<file path="config.mk">
export PLATFORM = sky130hd
export DESIGN_NAME = coin_state_ctrl_flat
export DESIGN_NICKNAME = d
export VERILOG_FILES = /design/src/rtl/coin_state_ctrl_pkg.sv /design/src/rtl/coin_state_ctrl_if.sv /design/src/rtl/coin_state_ctrl_dwell_timer.sv /design/src/rtl/coin_state_ctrl.sv /design/src/flat_wrapper.sv
export SDC_FILE = /design/constraint.sdc
export NUM_CORES = 1
export LEC_CHECK = 0
export ABC_AREA = 1
export ABC_CLOCK_PERIOD_IN_PS = 3800
export BUFFER_PORTS_ARGS = -buffer_cell sky130_fd_sc_hd__buf_2
export CAP_MARGIN = 40
export CORE_MARGIN = 2
export CORE_UTILIZATION = 35
export CTS_CLUSTER_DIAMETER = 200
export DETAILED_ROUTE_END_ITERATION = 10
export GPL_TIMING_DRIVEN = 0
export PLACE_DENSITY_LB_ADDON = 0.3
export SLEW_MARGIN = 20
export SYNTH_ARGS = -nofsm -noshare
export SYNTH_HDL_FRONTEND = slang
export SYNTH_HIERARCHICAL = 1
export SYNTH_SLANG_ARGS = --single-unit
</file>
<file path="constraint.sdc">
create_clock -name sys_clk -period 3.8 [get_ports sys_clk]
set_input_delay 0.19 -clock sys_clk [delete_from_list [all_inputs] [get_ports sys_clk]]
set_output_delay 0.19 -clock sys_clk [all_outputs]
set_load 0.02 [all_outputs]
</file>
<file path="src/rtl/coin_state_ctrl_pkg.sv">
// Shared state codes and amount helpers for the coin sequencer and the LED controller.
package coin_state_ctrl_pkg;

    localparam int STATE_W = 7;
    localparam int AMT_W   = 3;

    typedef enum logic [STATE_W-1:0] {
        ST_IDLE     = 7'h01,
        ST_HALF     = 7'h02,
        ST_ONE      = 7'h04,
        ST_ONE_HALF = 7'h08,
        ST_TWO      = 7'h10,
        ST_TWO_HALF = 7'h21,
        ST_THREE    = 7'h41
    } coin_state_e;

    // Amounts are in half-yuan units.
    localparam logic [AMT_W-1:0] AMT_HALF = 3'd1;
    localparam logic [AMT_W-1:0] AMT_ONE  = 3'd2;
    localparam logic [AMT_W-1:0] PRICE    = 3'd5;
    localparam logic [AMT_W-1:0] MAX_AMT  = 3'd6;

    function automatic logic [AMT_W-1:0] state_amt(input logic [STATE_W-1:0] s);
        logic [AMT_W-1:0] a;
        a = 3'd0;
        case (s)
            ST_HALF:     a = 3'd1;
            ST_ONE:      a = 3'd2;
            ST_ONE_HALF: a = 3'd3;
            ST_TWO:      a = 3'd4;
            ST_TWO_HALF: a = 3'd5;
            ST_THREE:    a = 3'd6;
            default:     a = 3'd0;
        endcase
        return a;
    endfunction

    function automatic coin_state_e amt_state(input logic [AMT_W-1:0] a);
        coin_state_e s;
        s = ST_IDLE;
        case (a)
            3'd1:    s = ST_HALF;
            3'd2:    s = ST_ONE;
            3'd3:    s = ST_ONE_HALF;
            3'd4:    s = ST_TWO;
            3'd5:    s = ST_TWO_HALF;
            3'd6:    s = ST_THREE;
            default: s = ST_IDLE;
        endcase
        return s;
    endfunction

endpackage

</file>
<file path="src/rtl/coin_state_ctrl_if.sv">
// Coin inputs and LED/vend outputs of the coin sequencer.
// master drives coins and observes results; slave is the sequencer itself.
interface coin_state_ctrl_if;
    import coin_state_ctrl_pkg::*;

    logic               coin_half;
    logic               coin_one;
    logic [STATE_W-1:0] state;
    logic               vend;
    logic               change;
    logic               refund;
    logic [AMT_W-1:0]   refund_amt;
    logic               coin_reject;

    modport master (
        output coin_half, coin_one,
        input  state, vend, change, refund, refund_amt, coin_reject
    );

    modport slave (
        input  coin_half, coin_one,
        output state, vend, change, refund, refund_amt, coin_reject
    );
endinterface

</file>
<file path="src/rtl/coin_state_ctrl_dwell_timer.sv">
// Dwell counter with clear/enable; expired is high while the count equals tc.
// Latency: count updates one cycle after clr/en; expired is combinational on the count.
module dwell_timer #(
    parameter int CNT_W = 29
) (
    input  logic             sys_clk,
    input  logic             sys_rst,
    input  logic             clr,
    input  logic             en,
    input  logic [CNT_W-1:0] tc,
    output logic             expired
);

    logic [CNT_W-1:0] cnt_q;

    always_ff @(posedge sys_clk or posedge sys_rst) begin
        if (sys_rst) begin
            cnt_q <= '0;
        end else if (clr) begin
            cnt_q <= '0;
        end else if (en) begin
            cnt_q <= cnt_q + 1'b1;
        end
    end

    assign expired = (cnt_q == tc);

endmodule

</file>
<file path="src/rtl/coin_state_ctrl.sv">
// Coin accumulator FSM: coins add half-yuan units, vend/change/refund pulses, auto-return to IDLE.
// Latency: a coin at edge n updates state and pulses at edge n+1; no backpressure, rejects are flagged.
module coin_state_ctrl
    import coin_state_ctrl_pkg::*;
#(
    parameter int HOLD_CNT    = 150_000_000,
    parameter int TIMEOUT_CNT = 500_000_000,
    parameter int CNT_W       = 29
) (
    input  logic               sys_clk,
    input  logic               sys_rst,
    coin_state_ctrl_if.slave   bus
);

    localparam logic [CNT_W-1:0] HOLD_TC    = CNT_W'(HOLD_CNT - 1);
    localparam logic [CNT_W-1:0] TIMEOUT_TC = CNT_W'(TIMEOUT_CNT - 1);

    coin_state_e        state_q, state_d;
    logic               vend_q, vend_d;
    logic               change_q, change_d;
    logic               refund_q, refund_d;
    logic [AMT_W-1:0]   refund_amt_q, refund_amt_d;
    logic               reject_q, reject_d;

    logic               coin_acc;
    logic [AMT_W-1:0]   cur_amt, add_amt, new_amt;
    logic               vend_state;
    logic               tmr_clr, tmr_expired;
    logic [CNT_W-1:0]   tmr_tc;

    always_ff @(posedge sys_clk or posedge sys_rst) begin
        if (sys_rst) begin
            state_q      <= ST_IDLE;
            vend_q       <= 1'b0;
            change_q     <= 1'b0;
            refund_q     <= 1'b0;
            refund_amt_q <= '0;
            reject_q     <= 1'b0;
        end else begin
            state_q      <= state_d;
            vend_q       <= vend_d;
            change_q     <= change_d;
            refund_q     <= refund_d;
            refund_amt_q <= refund_amt_d;
            reject_q     <= reject_d;
        end
    end

    always_comb begin
        state_d      = state_q;
        vend_d       = 1'b0;
        change_d     = 1'b0;
        refund_d     = 1'b0;
        refund_amt_d = '0;
        reject_d     = 1'b0;
        coin_acc     = 1'b0;
        add_amt      = '0;
        cur_amt      = state_amt(state_q);
        new_amt      = cur_amt;

        case (state_q)
            ST_IDLE, ST_HALF, ST_ONE, ST_ONE_HALF, ST_TWO: begin
                // coin_one has priority; a simultaneous coin_half is bounced back
                if (bus.coin_one) begin
                    add_amt  = AMT_ONE;
                    coin_acc = 1'b1;
                    reject_d = bus.coin_half;
                end else if (bus.coin_half) begin
                    add_amt  = AMT_HALF;
                    coin_acc = 1'b1;
                end
                new_amt = cur_amt + add_amt;

                // A coin on the expiry cycle wins over the refund.
                if (coin_acc) begin
                    state_d  = amt_state(new_amt);
                    vend_d   = (new_amt >= PRICE);
                    change_d = (new_amt == MAX_AMT);
                end else if (state_q != ST_IDLE && tmr_expired) begin
                    state_d      = ST_IDLE;
                    refund_d     = 1'b1;
                    refund_amt_d = cur_amt;
                end
            end
            ST_TWO_HALF, ST_THREE: begin
                reject_d = bus.coin_half | bus.coin_one;
                if (tmr_expired) begin
                    state_d = ST_IDLE;
                end
            end
            default: begin
                state_d = ST_IDLE;
            end
        endcase
    end

    assign vend_state = (state_q == ST_TWO_HALF) || (state_q == ST_THREE);
    assign tmr_tc     = vend_state ? HOLD_TC : TIMEOUT_TC;
    assign tmr_clr    = coin_acc || (state_d != state_q) || (state_q == ST_IDLE);

    dwell_timer #(
        .CNT_W (CNT_W)
    ) u_dwell_timer (
        .sys_clk (sys_clk),
        .sys_rst (sys_rst),
        .clr     (tmr_clr),
        .en      (1'b1),
        .tc      (tmr_tc),
        .expired (tmr_expired)
    );

    assign bus.state       = state_q;
    assign bus.vend        = vend_q;
    assign bus.change      = change_q;
    assign bus.refund      = refund_q;
    assign bus.refund_amt  = refund_amt_q;
    assign bus.coin_reject = reject_q;

endmodule

</file>
<file path="src/flat_wrapper.sv">
// flat-port wrapper written by rule: the top's interface ports become plain ports
module coin_state_ctrl_flat import coin_state_ctrl_pkg::*;
#(
    parameter int HOLD_CNT    = 150_000_000,
    parameter int TIMEOUT_CNT = 500_000_000,
    parameter int CNT_W       = 29
)
  (sys_clk, sys_rst, bus_coin_half, bus_coin_one, bus_state, bus_vend, bus_change, bus_refund, bus_refund_amt, bus_coin_reject);
  coin_state_ctrl_if bus_i ();
  input  logic sys_clk;
  input  logic sys_rst;
  input wire logic [$bits(bus_i.coin_half)-1:0] bus_coin_half;
  input wire logic [$bits(bus_i.coin_one)-1:0] bus_coin_one;
  output wire logic [$bits(bus_i.state)-1:0] bus_state;
  output wire logic [$bits(bus_i.vend)-1:0] bus_vend;
  output wire logic [$bits(bus_i.change)-1:0] bus_change;
  output wire logic [$bits(bus_i.refund)-1:0] bus_refund;
  output wire logic [$bits(bus_i.refund_amt)-1:0] bus_refund_amt;
  output wire logic [$bits(bus_i.coin_reject)-1:0] bus_coin_reject;
  assign bus_i.coin_half = bus_coin_half;
  assign bus_i.coin_one = bus_coin_one;
  assign bus_state = bus_i.state;
  assign bus_vend = bus_i.vend;
  assign bus_change = bus_i.change;
  assign bus_refund = bus_i.refund;
  assign bus_refund_amt = bus_i.refund_amt;
  assign bus_coin_reject = bus_i.coin_reject;
  coin_state_ctrl #(.HOLD_CNT(HOLD_CNT), .TIMEOUT_CNT(TIMEOUT_CNT), .CNT_W(CNT_W)) u_core (.sys_clk(sys_clk), .sys_rst(sys_rst), .bus(bus_i));
endmodule
</file>
[Word-level counts from Yosys, hierarchy flattened]
Index checks and enable logic that the tools add are counted.
Widths: inputs -> output; s select.
Cells by class
  add/sub/neg operators: 2
  order comparisons: 1
  equal/unequal tests: 16
  muxes and demuxes: 27
  bitwise gates (word level): 1
  reduce and logical (&&, ||, !) cells: 6
Operators with widths (number)
  $mux 29: 2
  $pmux 7 s6: 1
  $add 29x1->29 const B: 1
  $eq 29x29->1: 1
  $mux 7: 3
  $pmux 3 s6: 1
  $mux 3: 5
  $pmux 7 s2: 1
  $mux 1: 13
  $eq 3x3->1 const B: 3
  $eq 7x1->1 const B: 1
  $eq 7x2->1 const B: 1
  $eq 7x3->1 const B: 1
  $eq 7x4->1 const B: 1
  $eq 7x5->1 const B: 1
  $eq 7x6->1 const B: 1
  $eq 7x7->1 const B: 1
  $ne 7x1->1 const B: 1
  $ne 7x7->1: 1
  $eq 3x2->1 const B: 2
  $reduce_or 5->1: 1
  $add 3x3->3: 1
  $eq 3x1->1 const B: 1
  $ge 3x3->1 const B: 1
  5 further kinds: 7
Storage, ports and cells
  register bits after elaboration: 43
  input bits: 4
  output and inout bits: 14
  logic and storage cells: 60

[Logic depth before layout (Yosys ltp)]
  depth after elaboration: 12
  mapped depth: 27
  mapped depth without buffers: 27

[By module]
The synthesis kept the hierarchy.
By module, submodules not included
  dwell_timer: times used 1, cells each 308, area an instance 2074.5 um^2, sequential area each 725.7 um^2
  coin_state_ctrl: times used 1, cells each 116, area an instance 889.6 um^2, sequential area each 351.6 um^2

[Worst setup path after synthesis]
OpenSTA, ideal clock, no wires.
  path kind: register to register
  from: register u_core.state_q[3], in the netlist u_core/bus.state[3]
  to: register u_core.u_dwell_timer.cnt_q[3]
  library setup time: 0.129 ns
  data arrival time: 3.181 ns
  required time: 3.671 ns
  slack: 0.490 ns
  stages on the path, launching flop included: 24
  buffers on the path: 1
  period minus slack after synthesis: 3.310 ns
  cells stage by stage: dfrtp_1 inv_1 nand2_2 nor2_4 nand2_2 inv_1 nor2_4 inv_1 xor2_1 nor2_1 nand2_1 nor2_1 nand2_1 nor2_1 inv_1 a21oi_1 nor2_2 nand2_2 o21ai_2 nand2_1 clkinv_1 clkbuf_1 o21ai_0 a21oi_1
On the way
  cells in the longest elaborated chain, start to end: 12
  elaborated cells between the ends (all ways): 32
  classes of those cells: add/sub: 1; eq/ne: 16; mux: 9; reduce/logical: 6
RTL lines
  from (decl): RTL line coin_state_ctrl.sv:18  | coin_state_e state_q, state_d;
  from (signal assigned): RTL line coin_state_ctrl.sv:40  | state_q <= state_d;
  $eq 7x6->1 or $eq 7x7->1 (tied branches): RTL line coin_state_ctrl.sv:97  | assign vend_state = (state_q == ST_TWO_HALF) || (state_q == ST_THREE);
  $logic_or 1x1->1 *: RTL line coin_state_ctrl.sv:97
  $mux 29 *: RTL line coin_state_ctrl.sv:98  | assign tmr_tc = vend_state ? HOLD_TC : TIMEOUT_TC;
  via u_core.tmr_tc[10]: RTL line coin_state_ctrl.sv:29  | logic [CNT_W-1:0] tmr_tc;
  $eq 29x29->1 *: RTL line coin_state_ctrl_dwell_timer.sv:26  | assign expired = (cnt_q == tc);
  via u_core.tmr_expired: RTL line coin_state_ctrl.sv:28  | logic tmr_clr, tmr_expired;
  $logic_and 1x1->1: RTL line coin_state_ctrl.sv:79  | end else if (state_q != ST_IDLE && tmr_expired) begin
  $mux 7: RTL line coin_state_ctrl.sv:79
  $mux 7: RTL line coin_state_ctrl.sv:75  | if (coin_acc) begin
  $pmux 7 s2 *: RTL line coin_state_ctrl.sv:61  | case (state_q)
  $ne 7x7->1 *: RTL line coin_state_ctrl.sv:99  | assign tmr_clr = coin_acc || (state_d != state_q) || (state_q == ST_IDLE);
  $logic_or 1x1->1 * (2 in series): RTL line coin_state_ctrl.sv:99
  via u_core.tmr_clr: RTL line coin_state_ctrl.sv:28
  $mux 29 *: RTL line coin_state_ctrl_dwell_timer.sv:19  | end else if (clr) begin
  to (signal assigned): RTL line coin_state_ctrl_dwell_timer.sv:22  | cnt_q <= cnt_q + 1'b1;
  to (decl): RTL line coin_state_ctrl_dwell_timer.sv:14  | logic [CNT_W-1:0] cnt_q;
Mark *: on every way through the listed nets, which the timed path passes. The rest lies on a longest branch.

[Worst setup path after layout]
  from: register u_core.state_q[0], in the netlist u_core/bus.state[0]
  to: register u_core.u_dwell_timer.cnt_q[1]
The elaborated chain is that of the path after synthesis.

==> results.tsv <==
metric	value	unit
RSZ-0062 raised after global routing	false	
FF+latch count, synth	43	
Hold Crit Class	input port to flip-flop	
overall global routing resource usage	0.162	
WS Path Type	flip-flop to flip-flop	
Syn Inst Count	424	
FF-to-FF Start	u_core/bus.state[0]	
final wirelength	6720	µm
Syn Area/Cell	6.99	µm²
pre-CTS setup slack	-0.320	ns
critical path endpoint category	flip-flop	
Crit Reg-Reg Endpoint	u_core/u_dwell_timer/cnt_q[1]	
Initial DRT Pass Iterations	4	
Die Wd	96.0	µm
routed len/inst	11.7	µm
period utilization	0.914	
row cnt	33	
placer congestion estimate	0.822	
Sink Count	43	
Rel. slew slack	0.580	
total of max-cap violations	0	
layout cells sized above 1	0.175	
Final ANT Viol Nets	0	
Synth warnings	6	
worst path arrival time	3.67	ns
commonest non-fill, non-tap cell in the layout	nand2_1	
Overflow after GRT	0	
pwr dens	378	nW/µm²
# fillers	863	
Clock Skews	0.00644	ns
prevailing post-synth register cell	dfrtp_1	
routed vias	2657	
Detailed Route Iter0 Violations	114	
Starting Density	0.361	
DIE AREA	9220	µm²
Critical Path RT	4.00	ns
critical path fanouts, max	12	
final core occ	0.415	
Peak VDD IR	177	µV
H-tree depth	2	
Fmax	288	MHz
Finished Layout Cells	574	
Startpoint Class	flip-flop	
cell area after layout	3410	µm²
Synth-to-Final Area Change	14.9	%
# DRC	0	
leakage power	1.64	nW
Placed Area	3240	µm²
clk slew on worst S/H paths	0.08	ns
Worst Max-Slew Pin Slew	0.629	ns
Die Height	96.0	µm
final setup fails	0	
DP Cell Count	562	
sequential fraction of the synthesis area	0.363	
library cells used by synthesis	30	
via-per-instance ratio	4.63	
core area	8220	µm²
TNS Setup	0	ns
r2r setup slk	0.33	ns
Net count, final	475	
number of flops mapped to enable cells by yosys	0	
initial antenna violation count	0	
final worst setup slack	0.325	ns
boundary pin count	18	
Final Max Slew Viols	0	
min cycle time layout	3.47	ns
largest net degree at the start of global routing	30	
HPWL after detailed placement	5150	µm
port bufs	17	
n_diodes	0	
vias in the first global route	2510	
clock buffer depth	2	
cts bufs inserted	5	
Worst Hold End	u_core/bus.coin_reject	
Post-synth ARST share	1.00	
most frequent cells in the layout	96 x nand2_1, 85 x nor2_1, 42 x inv_1, 42 x dfrtp_1, 26 x nand3_1	
reg2reg path depth	22	
Final Hold Vio Count	0	
worst hold path startpoint	bus_coin_half	
status	finished clean	
CTS tree	yes	
clk_lat worst skew	0.30	ns
mapped cell area	2960	µm²
CTS Root Cell	clkbuf_8	
global-route wire length before repair	11600	µm
hold path cells	3	
==> stage by stage <==
step           total power, W  hold slack [ns]
6_report              0.00129            0.178
5_1_grt               0.00138            0.226
2_1_floorplan        0.000814           0.0785
3_3_place_gp         0.000891            0.269
4_1_cts               0.00129            0.180
3_5_place_dp         0.000897            0.283
==> routing by layer <==
metal / vias up / GRT usage / part of all wire
li1: 1388 / - / -
met1: 1204 / 0.209 / 0.47
met2: 51 / 0.275 / 0.47
met3: 14 / 0.0305 / 0.037
met4: 0 / 0.0488 / 0.018
met5: - / 0 / 0
==> repair_timing <==
item                                    4_1_cts  5_1_grt
endpoints found under the hold margin        39        0
setup buffers                                 1        2
gates resized for setup                       2        4
endpoints found under the setup margin       27       27
hold buffers                                  1        0
pin swaps                                     1        0
==> layout make-up <==
class                      count  area, µm²  area share
buffer                         3       15.0     0.00441
tap                          105        131      0.0386
timing repair buffer          21        118      0.0345
clock inverter                 2       35.0      0.0103
clock buffer                   6       82.6      0.0242
multi-input combinational    342       1740       0.512
inverter                      52        205      0.0602
sequential                    43       1080       0.316
==> report_power, final <==
| group | leakage [nW] | total [W] | switching, W | internal (W) |
|---|---|---|---|---|
| logic | 0.987 | 0.000407 | 0.000280 | 0.000128 |
| clock network | 0.0612 | 0.000379 | 0.000166 | 0.000213 |
| registers | 0.596 | 0.000501 | 0.0000190 | 0.000482 |
==> Yosys cell counts (3+ instances only) <==
cell type / count / area share
inv_1: 44 / 0.056
xor2_1: 20 / 0.059
nor2_4: 7 / 0.027
nand2_4: 3 / 0.011
inv_2: 6 / 0.0076
a21oi_1: 22 / 0.037
nand4_1: 4 / 0.0084
o21ai_0: 10 / 0.017
dfrtp_1: 42 / 0.35
o21ai_1: 3 / 0.0051
nand3_1: 26 / 0.044
nand2_1: 97 / 0.12
nor2_1: 85 / 0.11
nand2_2: 12 / 0.025
nor3_1: 5 / 0.0084
xnor2_1: 10 / 0.030
nor2_2: 10 / 0.021
==> how the worst max path moves through the flow <==
stage                              startpoint                       endpoint  slack [ns]  cells after the start
after floorplan           u_core/bus.state[3]  u_core/u_dwell_timer/cnt_q[3]        0.49                     23
after global placement    u_core/bus.state[3]  u_core/u_dwell_timer/cnt_q[1]       -0.29                     23
after detailed placement  u_core/bus.state[3]  u_core/u_dwell_timer/cnt_q[1]       -0.32                     23
after CTS                 u_core/bus.state[0]  u_core/u_dwell_timer/cnt_q[1]        0.02                     22
after global routing      u_core/bus.state[0]  u_core/u_dwell_timer/cnt_q[1]        0.02                     22
final                     u_core/bus.state[0]  u_core/u_dwell_timer/cnt_q[1]        0.33                     22
==> state kept, by name (all words and copies together) (netlist names) <==
register and cells:
u_core/bus.change 1, u_core/bus.coin_reject 1, u_core/bus.refund 1, u_core/bus.refund_amt 3, u_core/bus.state 7, u_core/bus.vend 1
u_core/u_dwell_timer/cnt_q 29
==> worst max-delay path, stage by stage, from the launching register on <==
cell,delay [ns]
dfstp_2,0.56
nand2_1,0.09
nor2_4,0.17
nand2_2,0.13
inv_1,0.12
nor2_4,0.06
buf_4,0.20
xor2_1,0.16
nor2_1,0.18
nand2_1,0.07
nor2_1,0.10
nand2_1,0.05
nor2_1,0.19
inv_1,0.12
a21oi_2,0.19
nor2_2,0.08
nand2_2,0.09
o21ai_2,0.07
nand2_2,0.16
clkinvlp_4,0.16
clkbuf_2,0.25
nand3_1,0.12
nand2_1,0.05
==> cell families (layout without fill, tap and decap cells) <==
group	after synthesis	in the layout	synth area share
xor+xnor	30	30	0.0886
fa+ha+maj	3	3	0.0152
simple gates	254	254	0.394
flops	43	43	0.363
other cells	2	18	0.00253
buf+inv	55	84	0.0709
compound gates	37	37	0.0650
No activity file was read; power rests on OpenSTA's default activity.
